===== src/rtl/spiio_fifo.sv =====
// spiio_fifo: byte-oriented SPI master with TX/RX FIFOs, CPOL/CPHA/LSB-first
// modes, programmable SCK divider, software slave selects, general outputs and
// an end-of-burst interrupt. Eight-byte register window, one clock domain.
//
// Bus handshake: cs marks one access per clk cycle in which it is high; rw
// selects read (1) or write (0). Writes land on the clk edge that ends the
// strobe. Read data on DO is combinational. A DATA read pops the RX FIFO on
// that same edge.
module spiio_fifo #(
  parameter int          NUM_SS     = 2,
  parameter int          FIFO_DEPTH = 4,
  parameter int          POUT_WIDTH = 2,
  parameter logic [7:0]  DIV_RESET  = 8'd5
) (
  input  logic                  clk,
  input  logic                  RESET,
  input  logic                  cs,
  input  logic                  rw,
  input  logic [2:0]            AD,
  input  logic [7:0]            DI,
  output logic [7:0]            DO,
  output logic                  irq,
  output logic                  msck,
  output logic                  mosi,
  input  logic                  miso,
  output logic [NUM_SS-1:0]     mss,
  output logic [POUT_WIDTH-1:0] pout
);

  localparam int AW = $clog2(FIFO_DEPTH);
  localparam int PW = AW + 1;

  typedef enum logic [1:0] {ST_IDLE, ST_SHIFT, ST_DONE} state_t;

  // Control/status registers
  logic [3:0]            ctrl_q;   // {LSBFIRST, IRQEN, CPHA, CPOL}
  logic [7:0]            div_q;
  logic [NUM_SS-1:0]     ss_q;
  logic [POUT_WIDTH-1:0] pout_q;
  logic                  irq_q, irq_d;
  logic                  txovf_q, txovf_d;
  logic                  rxovr_q, rxovr_d;

  // FIFOs: pointers carry one extra wrap bit so full and empty differ
  logic [7:0]    tx_mem [FIFO_DEPTH];
  logic [7:0]    rx_mem [FIFO_DEPTH];
  logic [PW-1:0] tx_wp_q, tx_rp_q, rx_wp_q, rx_rp_q;
  logic          tx_empty, tx_full, rx_empty, rx_full;
  logic [7:0]    tx_head;

  // Shift engine
  state_t     state_q, state_d;
  logic [7:0] cnt_q, cnt_d;
  logic [4:0] edge_q, edge_d;      // msck edges already produced in this byte
  logic       msck_q, msck_d;
  logic       mosi_q, mosi_d;
  logic [7:0] txsh_q, txsh_d;
  logic [7:0] rxsh_q, rxsh_d;
  logic       cpol_q, cpol_d;
  logic       cpha_q, cpha_d;
  logic       lsb_q, lsb_d;
  logic [7:0] divl_q, divl_d;

  // Access strobes and FIFO events
  logic wr_en, rd_en;
  logic tx_push_req, tx_push, tx_pop;
  logic rx_push_req, rx_push, rx_pop;
  logic sample_edge;

  assign wr_en = cs & ~rw;
  assign rd_en = cs & rw;

  assign tx_empty = (tx_wp_q == tx_rp_q);
  assign tx_full  = (tx_wp_q[AW] != tx_rp_q[AW]) && (tx_wp_q[AW-1:0] == tx_rp_q[AW-1:0]);
  assign rx_empty = (rx_wp_q == rx_rp_q);
  assign rx_full  = (rx_wp_q[AW] != rx_rp_q[AW]) && (rx_wp_q[AW-1:0] == rx_rp_q[AW-1:0]);
  assign tx_head  = tx_mem[tx_rp_q[AW-1:0]];

  // Shift FSM next state; a byte is loaded from the TX head only in IDLE
  always_comb begin
    state_d     = state_q;
    cnt_d       = cnt_q;
    edge_d      = edge_q;
    msck_d      = msck_q;
    mosi_d      = mosi_q;
    txsh_d      = txsh_q;
    rxsh_d      = rxsh_q;
    cpol_d      = cpol_q;
    cpha_d      = cpha_q;
    lsb_d       = lsb_q;
    divl_d      = divl_q;
    tx_pop      = 1'b0;
    rx_push_req = 1'b0;
    sample_edge = 1'b0;
    case (state_q)
      ST_IDLE: begin
        msck_d = ctrl_q[0];
        if (!tx_empty) begin
          tx_pop  = 1'b1;
          state_d = ST_SHIFT;
          cpol_d  = ctrl_q[0];
          cpha_d  = ctrl_q[1];
          lsb_d   = ctrl_q[3];
          divl_d  = div_q;
          cnt_d   = 8'd0;
          edge_d  = 5'd0;
          if (!ctrl_q[1]) begin
            // Leading-edge sampling needs the first bit on mosi right away
            mosi_d = ctrl_q[3] ? tx_head[0] : tx_head[7];
            txsh_d = ctrl_q[3] ? (tx_head >> 1) : (tx_head << 1);
          end else begin
            txsh_d = tx_head;
          end
        end
      end
      ST_SHIFT: begin
        if (cnt_q == divl_q) begin
          cnt_d  = 8'd0;
          msck_d = ~msck_q;
          edge_d = edge_q + 5'd1;
          // edge number is edge_q+1: odd when edge_q is even
          sample_edge = (~edge_q[0]) ^ cpha_q;
          if (sample_edge) begin
            rxsh_d = lsb_q ? {miso, rxsh_q[7:1]} : {rxsh_q[6:0], miso};
          end else if (edge_q != 5'd15) begin
            mosi_d = lsb_q ? txsh_q[0] : txsh_q[7];
            txsh_d = lsb_q ? (txsh_q >> 1) : (txsh_q << 1);
          end
          if (edge_q == 5'd15) state_d = ST_DONE;
        end else begin
          cnt_d = cnt_q + 8'd1;
        end
      end
      ST_DONE: begin
        rx_push_req = 1'b1;
        state_d     = ST_IDLE;
      end
      default: state_d = ST_IDLE;
    endcase
  end

  // FIFO admission and sticky flags; a same-cycle pop frees room for a push
  always_comb begin
    tx_push_req = wr_en && (AD == 3'd0);
    tx_push     = tx_push_req && (!tx_full || tx_pop);
    rx_pop      = rd_en && (AD == 3'd0) && !rx_empty;
    rx_push     = rx_push_req && (!rx_full || rx_pop);
    irq_d   = (rx_push_req && tx_empty) ||
              (irq_q && !(wr_en && (AD == 3'd1) && DI[7]));
    txovf_d = (tx_push_req && tx_full && !tx_pop) ||
              (txovf_q && !(wr_en && (AD == 3'd1) && DI[6]));
    rxovr_d = (rx_push_req && rx_full && !rx_pop) ||
              (rxovr_q && !(wr_en && (AD == 3'd1) && DI[5]));
  end

  // State, pointers, flags and configuration registers
  always_ff @(posedge clk or negedge RESET) begin
    if (!RESET) begin
      state_q <= ST_IDLE;
      cnt_q   <= 8'd0;
      edge_q  <= 5'd0;
      msck_q  <= 1'b0;
      mosi_q  <= 1'b1;
      txsh_q  <= 8'd0;
      rxsh_q  <= 8'd0;
      cpol_q  <= 1'b0;
      cpha_q  <= 1'b0;
      lsb_q   <= 1'b0;
      divl_q  <= 8'd0;
      tx_wp_q <= '0;
      tx_rp_q <= '0;
      rx_wp_q <= '0;
      rx_rp_q <= '0;
      irq_q   <= 1'b0;
      txovf_q <= 1'b0;
      rxovr_q <= 1'b0;
      ctrl_q  <= 4'd0;
      div_q   <= DIV_RESET;
      ss_q    <= '0;
      pout_q  <= '0;
    end else begin
      state_q <= state_d;
      cnt_q   <= cnt_d;
      edge_q  <= edge_d;
      msck_q  <= msck_d;
      mosi_q  <= mosi_d;
      txsh_q  <= txsh_d;
      rxsh_q  <= rxsh_d;
      cpol_q  <= cpol_d;
      cpha_q  <= cpha_d;
      lsb_q   <= lsb_d;
      divl_q  <= divl_d;
      irq_q   <= irq_d;
      txovf_q <= txovf_d;
      rxovr_q <= rxovr_d;
      if (tx_push) tx_wp_q <= tx_wp_q + PW'(1);
      if (tx_pop)  tx_rp_q <= tx_rp_q + PW'(1);
      if (rx_push) rx_wp_q <= rx_wp_q + PW'(1);
      if (rx_pop)  rx_rp_q <= rx_rp_q + PW'(1);
      if (wr_en) begin
        case (AD)
          3'd2: ctrl_q <= DI[3:0];
          3'd3: div_q  <= DI;
          3'd4: ss_q   <= DI[NUM_SS-1:0];
          3'd5: pout_q <= DI[POUT_WIDTH-1:0];
          default: ;
        endcase
      end
    end
  end

  // FIFO storage; contents are only meaningful between the pointers
  always_ff @(posedge clk) begin
    if (tx_push) tx_mem[tx_wp_q[AW-1:0]] <= DI;
    if (rx_push) rx_mem[rx_wp_q[AW-1:0]] <= rxsh_q;
  end

  // Read mux
  always_comb begin
    logic [7:0] ss_rd;
    logic [7:0] pout_rd;
    ss_rd   = 8'h00;
    pout_rd = 8'h00;
    ss_rd[NUM_SS-1:0]       = ss_q;
    pout_rd[POUT_WIDTH-1:0] = pout_q;
    DO = 8'h00;
    case (AD)
      3'd0: DO = rx_empty ? 8'hFF : rx_mem[rx_rp_q[AW-1:0]];
      3'd1: DO = {irq_q, txovf_q, rxovr_q, rx_empty, rx_full, tx_empty, tx_full,
                  !((state_q == ST_IDLE) && tx_empty)};
      3'd2: DO = {4'h0, ctrl_q};
      3'd3: DO = div_q;
      3'd4: DO = ss_rd;
      3'd5: DO = pout_rd;
      default: DO = 8'h00;
    endcase
  end

  assign irq  = irq_q & ctrl_q[2];
  assign msck = msck_q;
  assign mosi = mosi_q;
  assign mss  = ~ss_q;
  assign pout = pout_q;

endmodule


===== config.mk =====
export PLATFORM = sky130hd
export DESIGN_NAME = spiio_fifo
export DESIGN_NICKNAME = d
export VERILOG_FILES = /design/src/rtl/spiio_fifo.sv
export SDC_FILE = /design/constraint.sdc
export NUM_CORES = 1
export LEC_CHECK = 0
export ABC_AREA = 1
export CAP_MARGIN = 10
export CORE_ASPECT_RATIO = 1.2
export CORE_MARGIN = 2
export CORE_UTILIZATION = 60
export DETAILED_ROUTE_END_ITERATION = 8
export PLACE_DENSITY = 0.76
export SKIP_CTS_REPAIR_TIMING = 1
export SYNTH_ARGS = -nofsm -noshare
export SYNTH_HDL_FRONTEND = slang
export SYNTH_SLANG_ARGS = --single-unit

===== constraint.sdc =====
create_clock -name clk -period 3.6 [get_ports clk]
set_clock_uncertainty 0.05 [all_clocks]
set_input_delay 0.54 -clock clk [delete_from_list [all_inputs] [get_ports clk]]
set_output_delay 0.54 -clock clk [all_outputs]
set_load 0.05 [all_outputs]

==> impl.org <==
** Floorplanning
- In this run the count of I/O pins placed on the die edge is 31.
- Measured along the x axis, the die boundary spans 102 um.
- The die is 121 um tall.
- Initial cell density of the core :: 61.8%
- Die Outline Area :: 12,300 sq um
- Row cnt :: 42
- Area of the core :: 11,100 sq um

** STA
- Highest clock frequency the design can meet :: 0.289 GHz
- After routing, the total negative slack on setup checks comes to 0 ns.
- Hold Vio Cnt, Final :: 0
- Setup violations remaining at the end of the flow were counted as 0.
- The worst pin sits at a relative slew slack of 35.7%.
- RSZ-0062 raised after global routing :: false
- Dividing the final minimum period by the clock period gives 96.3%.
- The worst path in the final design needs a cycle of 3.47 ns, including I/O delays and setup.
- Pin slew with the least headroom to its limit :: 0.965 ns
- The count of final max-slew check failures was 0.

** Synthesis
- Counting flops with a built-in enable in the synthesized netlist gives 64.
- Synth Area in Compound Gates :: 9.29%
- Share of flip-flops with an asynchronous set or reset after synthesis :: 53.6%
- Largest cells by area after synthesis :: sky130_fd_sc_hd__edfxtp_1 (28%), sky130_fd_sc_hd__dfrtp_1 (26%), sky130_fd_sc_hd__nand2_1 (9.5%)
- Measured against the total synthesized area, the mux share comes to 0.767%.
- Post-Syn Area :: 6850 sq um
- Register bit total from synthesis :: 138
- By area, the combinational part of the netlist is dominated by simple AND/OR/NAND/NOR gates.
- After technology mapping, the gate count stands at 719.
- A synthesized cell averages 9.53 sq um.
- Fraction of synthesized cell area in xor and xnor cells :: 3.93%
- Simple-gate share of the synthesized area :: 22.1%
- Prevailing post-synth register cell :: sky130_fd_sc_hd__dfrtp_1
- Summed over its instances, the top area cell type makes up 28.0% of the synthesized netlist area.
- During synthesis, Yosys emitted a total of 0 warnings.
- Sequential cells were found to cover 55.1% of the synthesized design area.
- When the netlist entered floorplanning its net count stood at 748.
- Number of distinct library cell variants in the gate-level netlist after synthesis :: 52
- Yosys top cell by area :: sky130_fd_sc_hd__edfxtp_1
- The synthesized netlist devotes 2.37% of its cell area to adder and majority cells.

** Setup path
- The worst setup path is launched from a flop.
- Worst path depth :: 6
- Critical Setup Path Class :: flop to primary output
- Crit-path max FO :: 19
- On the worst path, the slowest cell contributes a delay of 0.81 ns.
- The number of cells on the worst reg-to-reg path is 6.
- Number of buffers and inverters on the critical path :: 1
- Data on the critical path arrives at its endpoint at 2.88 ns.
- The largest individual stage delay along the critical path comes from the cell sky130_fd_sc_hd__clkdlybuf4s50_1.
- Dominant delay contributor by cell family on the critical path :: buffers and inverters
- R2r setup slk :: 1.14 ns
- The signal on the critical path passes through xnor2_2, nand3_2, o221ai_1, nand2_1, nand3_1, clkdlybuf4s50_1.
- STA classifies the critical path endpoint as a primary output.
- At the worst endpoint, the required time is 3.01 ns.

** Placement
- Detailed-placement wirelength estimate :: 10.5 mm
- Including well taps, the total number of placed cells is 888.
- Routability-driven placement finished with a final weighted congestion of 0.889.
- Number of port buffers :: 30

** Route
- Vias/cell :: 5.62
- In this run the remaining antenna-violating nets after routing total 0.
- Drc violations :: 0
- Dividing the detail-routed wire length by the instance count gives 16.6 um.
- Across all layers, the routed design uses 5,172 vias.
- Wirelength, routed :: 15.2 mm
- Iter 0 DRT Violations :: 373
- Drt pass-1 iters :: 7

** Pwr
- Net switching share of the total power :: 32.6%
- Maximum resistive drop on vdd :: 414 uV
- Power spread over the standard cell area amounts to 697 nW/um^2.
- Sequential cells burn 41.0% of the power.
- Net switching power :: 1.79 mW
- In this run, the combinational gates consume 24.5% of the power.
- For this design the static power due to leakage is 3.40 nW.
- The internal portion of the total power is 3.71 mW.
- The clock network accounts for 34.5% of the total power.

** Global route
- Across every metal layer, demand over resource in global routing totals 26.8%.
- Residual overflow from global routing :: 0
- Largest net degree at the start of global routing :: 75
- The via count of the first global-routing pass is 5,115.
- The initial antenna violation count is 0.
- Global-route wire length before repair :: 25.0 mm

** Clock network
- Root Buffer :: sky130_fd_sc_hd__clkbuf_16
- Clock tree synthesis found a total of 138 sinks.
- Clk_lat worst skew :: 0.42 ns
- After clock tree synthesis, the clock-pin slew on the worst setup and hold paths is 0.06 ns.
- Counting the buffers created by CTS gives 17.
- Counting along the longest clock path gives a buffer depth of 2.
- TritonCTS built the clock tree.
- Number of H-tree levels :: 4

** Cells and area
- Proportion of layout cells with a drive suffix above 1 :: 11.4%
- Number of nets in the layout :: 782
- Register area :: 3780 sq um
- Relative to the synthesized area, the layout overhead comes to 15.2%.
- The number of antenna diodes in the final layout is 0.
- After the flow finishes, the layout carries non-filler instances totaling 920.
- The multi-input combinational cells in the finished layout cover a total of 2640 sq um.
- Counting the fill cells in the layout gives 801.

** Run
- Number of max-cap violations :: 0

** Status
- The run finished with clean final reports.

** Min path
- Class of the worst hold path :: primary input to asynchronous set/reset pin
==> area by class of cell <==
class	instances	area share, %
clock buffer	20	5.66
clock inverter	12	2.49
tap	154	2.44
multi-input combinational	481	33.4
sequential	138	47.9
timing repair buffer	37	4.44
inverter	78	3.71
==> through the flow <==
stage / total power, mW / instance area (sq um) / hold WS [ns] / utilization [%] / setup slack (ns)
6_report: 5.50 / 7890 / 0.206 / 71.2 / 0.134
5_1_grt: 5.79 / 7890 / 0.286 / 71.2 / 0.0295
4_1_cts: 5.53 / 7890 / 0.250 / 71.2 / 0.149
3_5_place_dp: 3.62 / 7250 / 0.414 / 65.4 / 0.361
3_3_place_gp: 3.56 / 7250 / 0.410 / 65.4 / 0.419
2_1_floorplan: 3.23 / 6850 / 0.194 / - / 1.26
==> metal layers <==
layer	global-route usage (%)	wire length, um	part of all wire [%]	up-vias
met5	0	0	0	-
met4	11.1	408	2.7	0
met3	5.88	583	3.8	38
met2	46.0	8110	53	159
met1	32.4	6120	40	2513
li1	-	-	-	2462
==> final timing paths <==
check,start,endpoint
worst max register to register,rx_rp_q[1],rx_mem[0][2]
worst max-delay path,rx_rp_q[1],DO[0]
max in group asynchronous,RESET,txsh_q[1]
worst min-delay path,RESET,tx_wp_q[1]
min in group clk,mosi,mosi
worst min register to register,mosi,mosi
==> logic make-up (layout without fill, tap and decap cells) <==
group / after synthesis / after routing
multiplexers: 4 / 4
buffers and inverters: 100 / 147
AO/OA/AOI/OAI: 106 / 106
AND/OR/NAND/NOR: 335 / 335
XOR/XNOR: 23 / 23
adder cells (fa/ha/maj): 13 / 13
flip-flops: 138 / 138
==> cell usage after synthesis (3+ instances only) <==
master	number
sky130_fd_sc_hd__a211oi_1	3
sky130_fd_sc_hd__a21oi_1	6
sky130_fd_sc_hd__a22oi_1	5
sky130_fd_sc_hd__buf_2	7
sky130_fd_sc_hd__buf_4	4
sky130_fd_sc_hd__buf_6	4
sky130_fd_sc_hd__clkbuf_1	5
sky130_fd_sc_hd__dfrtp_1	71
sky130_fd_sc_hd__dfstp_2	3
sky130_fd_sc_hd__edfxtp_1	64
sky130_fd_sc_hd__ha_1	13
sky130_fd_sc_hd__inv_1	68
sky130_fd_sc_hd__inv_2	8
sky130_fd_sc_hd__nand2_1	174
sky130_fd_sc_hd__nand2_2	5
sky130_fd_sc_hd__nand2_4	5
sky130_fd_sc_hd__nand3_1	61
sky130_fd_sc_hd__nand3_2	4
sky130_fd_sc_hd__nand4_1	10
sky130_fd_sc_hd__nor2_1	61
sky130_fd_sc_hd__nor2_2	3
sky130_fd_sc_hd__o21a_1	3
sky130_fd_sc_hd__o21ai_0	57
sky130_fd_sc_hd__o21ai_1	4
sky130_fd_sc_hd__o21ai_2	5
sky130_fd_sc_hd__o21bai_1	4
sky130_fd_sc_hd__o221ai_1	5
sky130_fd_sc_hd__o22ai_1	7
sky130_fd_sc_hd__o311ai_0	3
sky130_fd_sc_hd__xnor2_1	8
sky130_fd_sc_hd__xnor2_2	3
sky130_fd_sc_hd__xor2_1	9
==> flip-flops by register name, summed over array words and instances (netlist names), 2 cells and up <==
signal,flops
pout,2
rxsh_q,8
tx_mem,32
tx_wp_q,3
div_q,8
state_q,2
cnt_q,8
rx_mem,32
edge_q,5
tx_rp_q,3
divl_q,8
rx_rp_q,3
rx_wp_q,3
txsh_q,8
ss_q,2
ctrl_q,4
==> cells in the final DEF, fill, tap and decap left out, types with 4 or more instances in the layout <==
cell type                         netlist  routed
sky130_fd_sc_hd__a21oi_1                6       6
sky130_fd_sc_hd__a22oi_1                5       5
sky130_fd_sc_hd__buf_4                  4       8
sky130_fd_sc_hd__bufinv_16              0       5
sky130_fd_sc_hd__clkbuf_16              0      17
sky130_fd_sc_hd__clkdlybuf4s50_1        0      29
sky130_fd_sc_hd__clkinv_1               2       4
sky130_fd_sc_hd__dfrtp_1               71      71
sky130_fd_sc_hd__edfxtp_1              64      64
sky130_fd_sc_hd__ha_1                  13      13
sky130_fd_sc_hd__inv_1                 68      68
sky130_fd_sc_hd__inv_2                  8       8
sky130_fd_sc_hd__nand2_1              174     174
sky130_fd_sc_hd__nand2_2                5       5
sky130_fd_sc_hd__nand2_4                5       5
sky130_fd_sc_hd__nand3_1               61      61
sky130_fd_sc_hd__nand3_2                4       4
sky130_fd_sc_hd__nand4_1               10      10
sky130_fd_sc_hd__nor2_1                61      61
sky130_fd_sc_hd__o21ai_0               57      57
sky130_fd_sc_hd__o21ai_1                4       4
sky130_fd_sc_hd__o21ai_2                5       5
sky130_fd_sc_hd__o21bai_1               4       4
sky130_fd_sc_hd__o221ai_1               5       5
sky130_fd_sc_hd__o22ai_1                7       7
sky130_fd_sc_hd__xnor2_1                8       8
sky130_fd_sc_hd__xor2_1                 9       9
==> power by group through the flow <==
| stage | combinational, mW | clock, mW | sequential, mW |
|---|---|---|---|
| 2_1_floorplan | 1.02 | 0 | 2.21 |
| 6_report | 1.35 | 1.90 | 2.26 |
| 3_5_place_dp | 1.34 | 0 | 2.28 |
| 5_1_grt | 1.50 | 2.00 | 2.29 |
| 4_1_cts | 1.35 | 1.92 | 2.26 |
| 3_3_place_gp | 1.29 | 0 | 2.27 |
(Power assumes the default switching activity.)
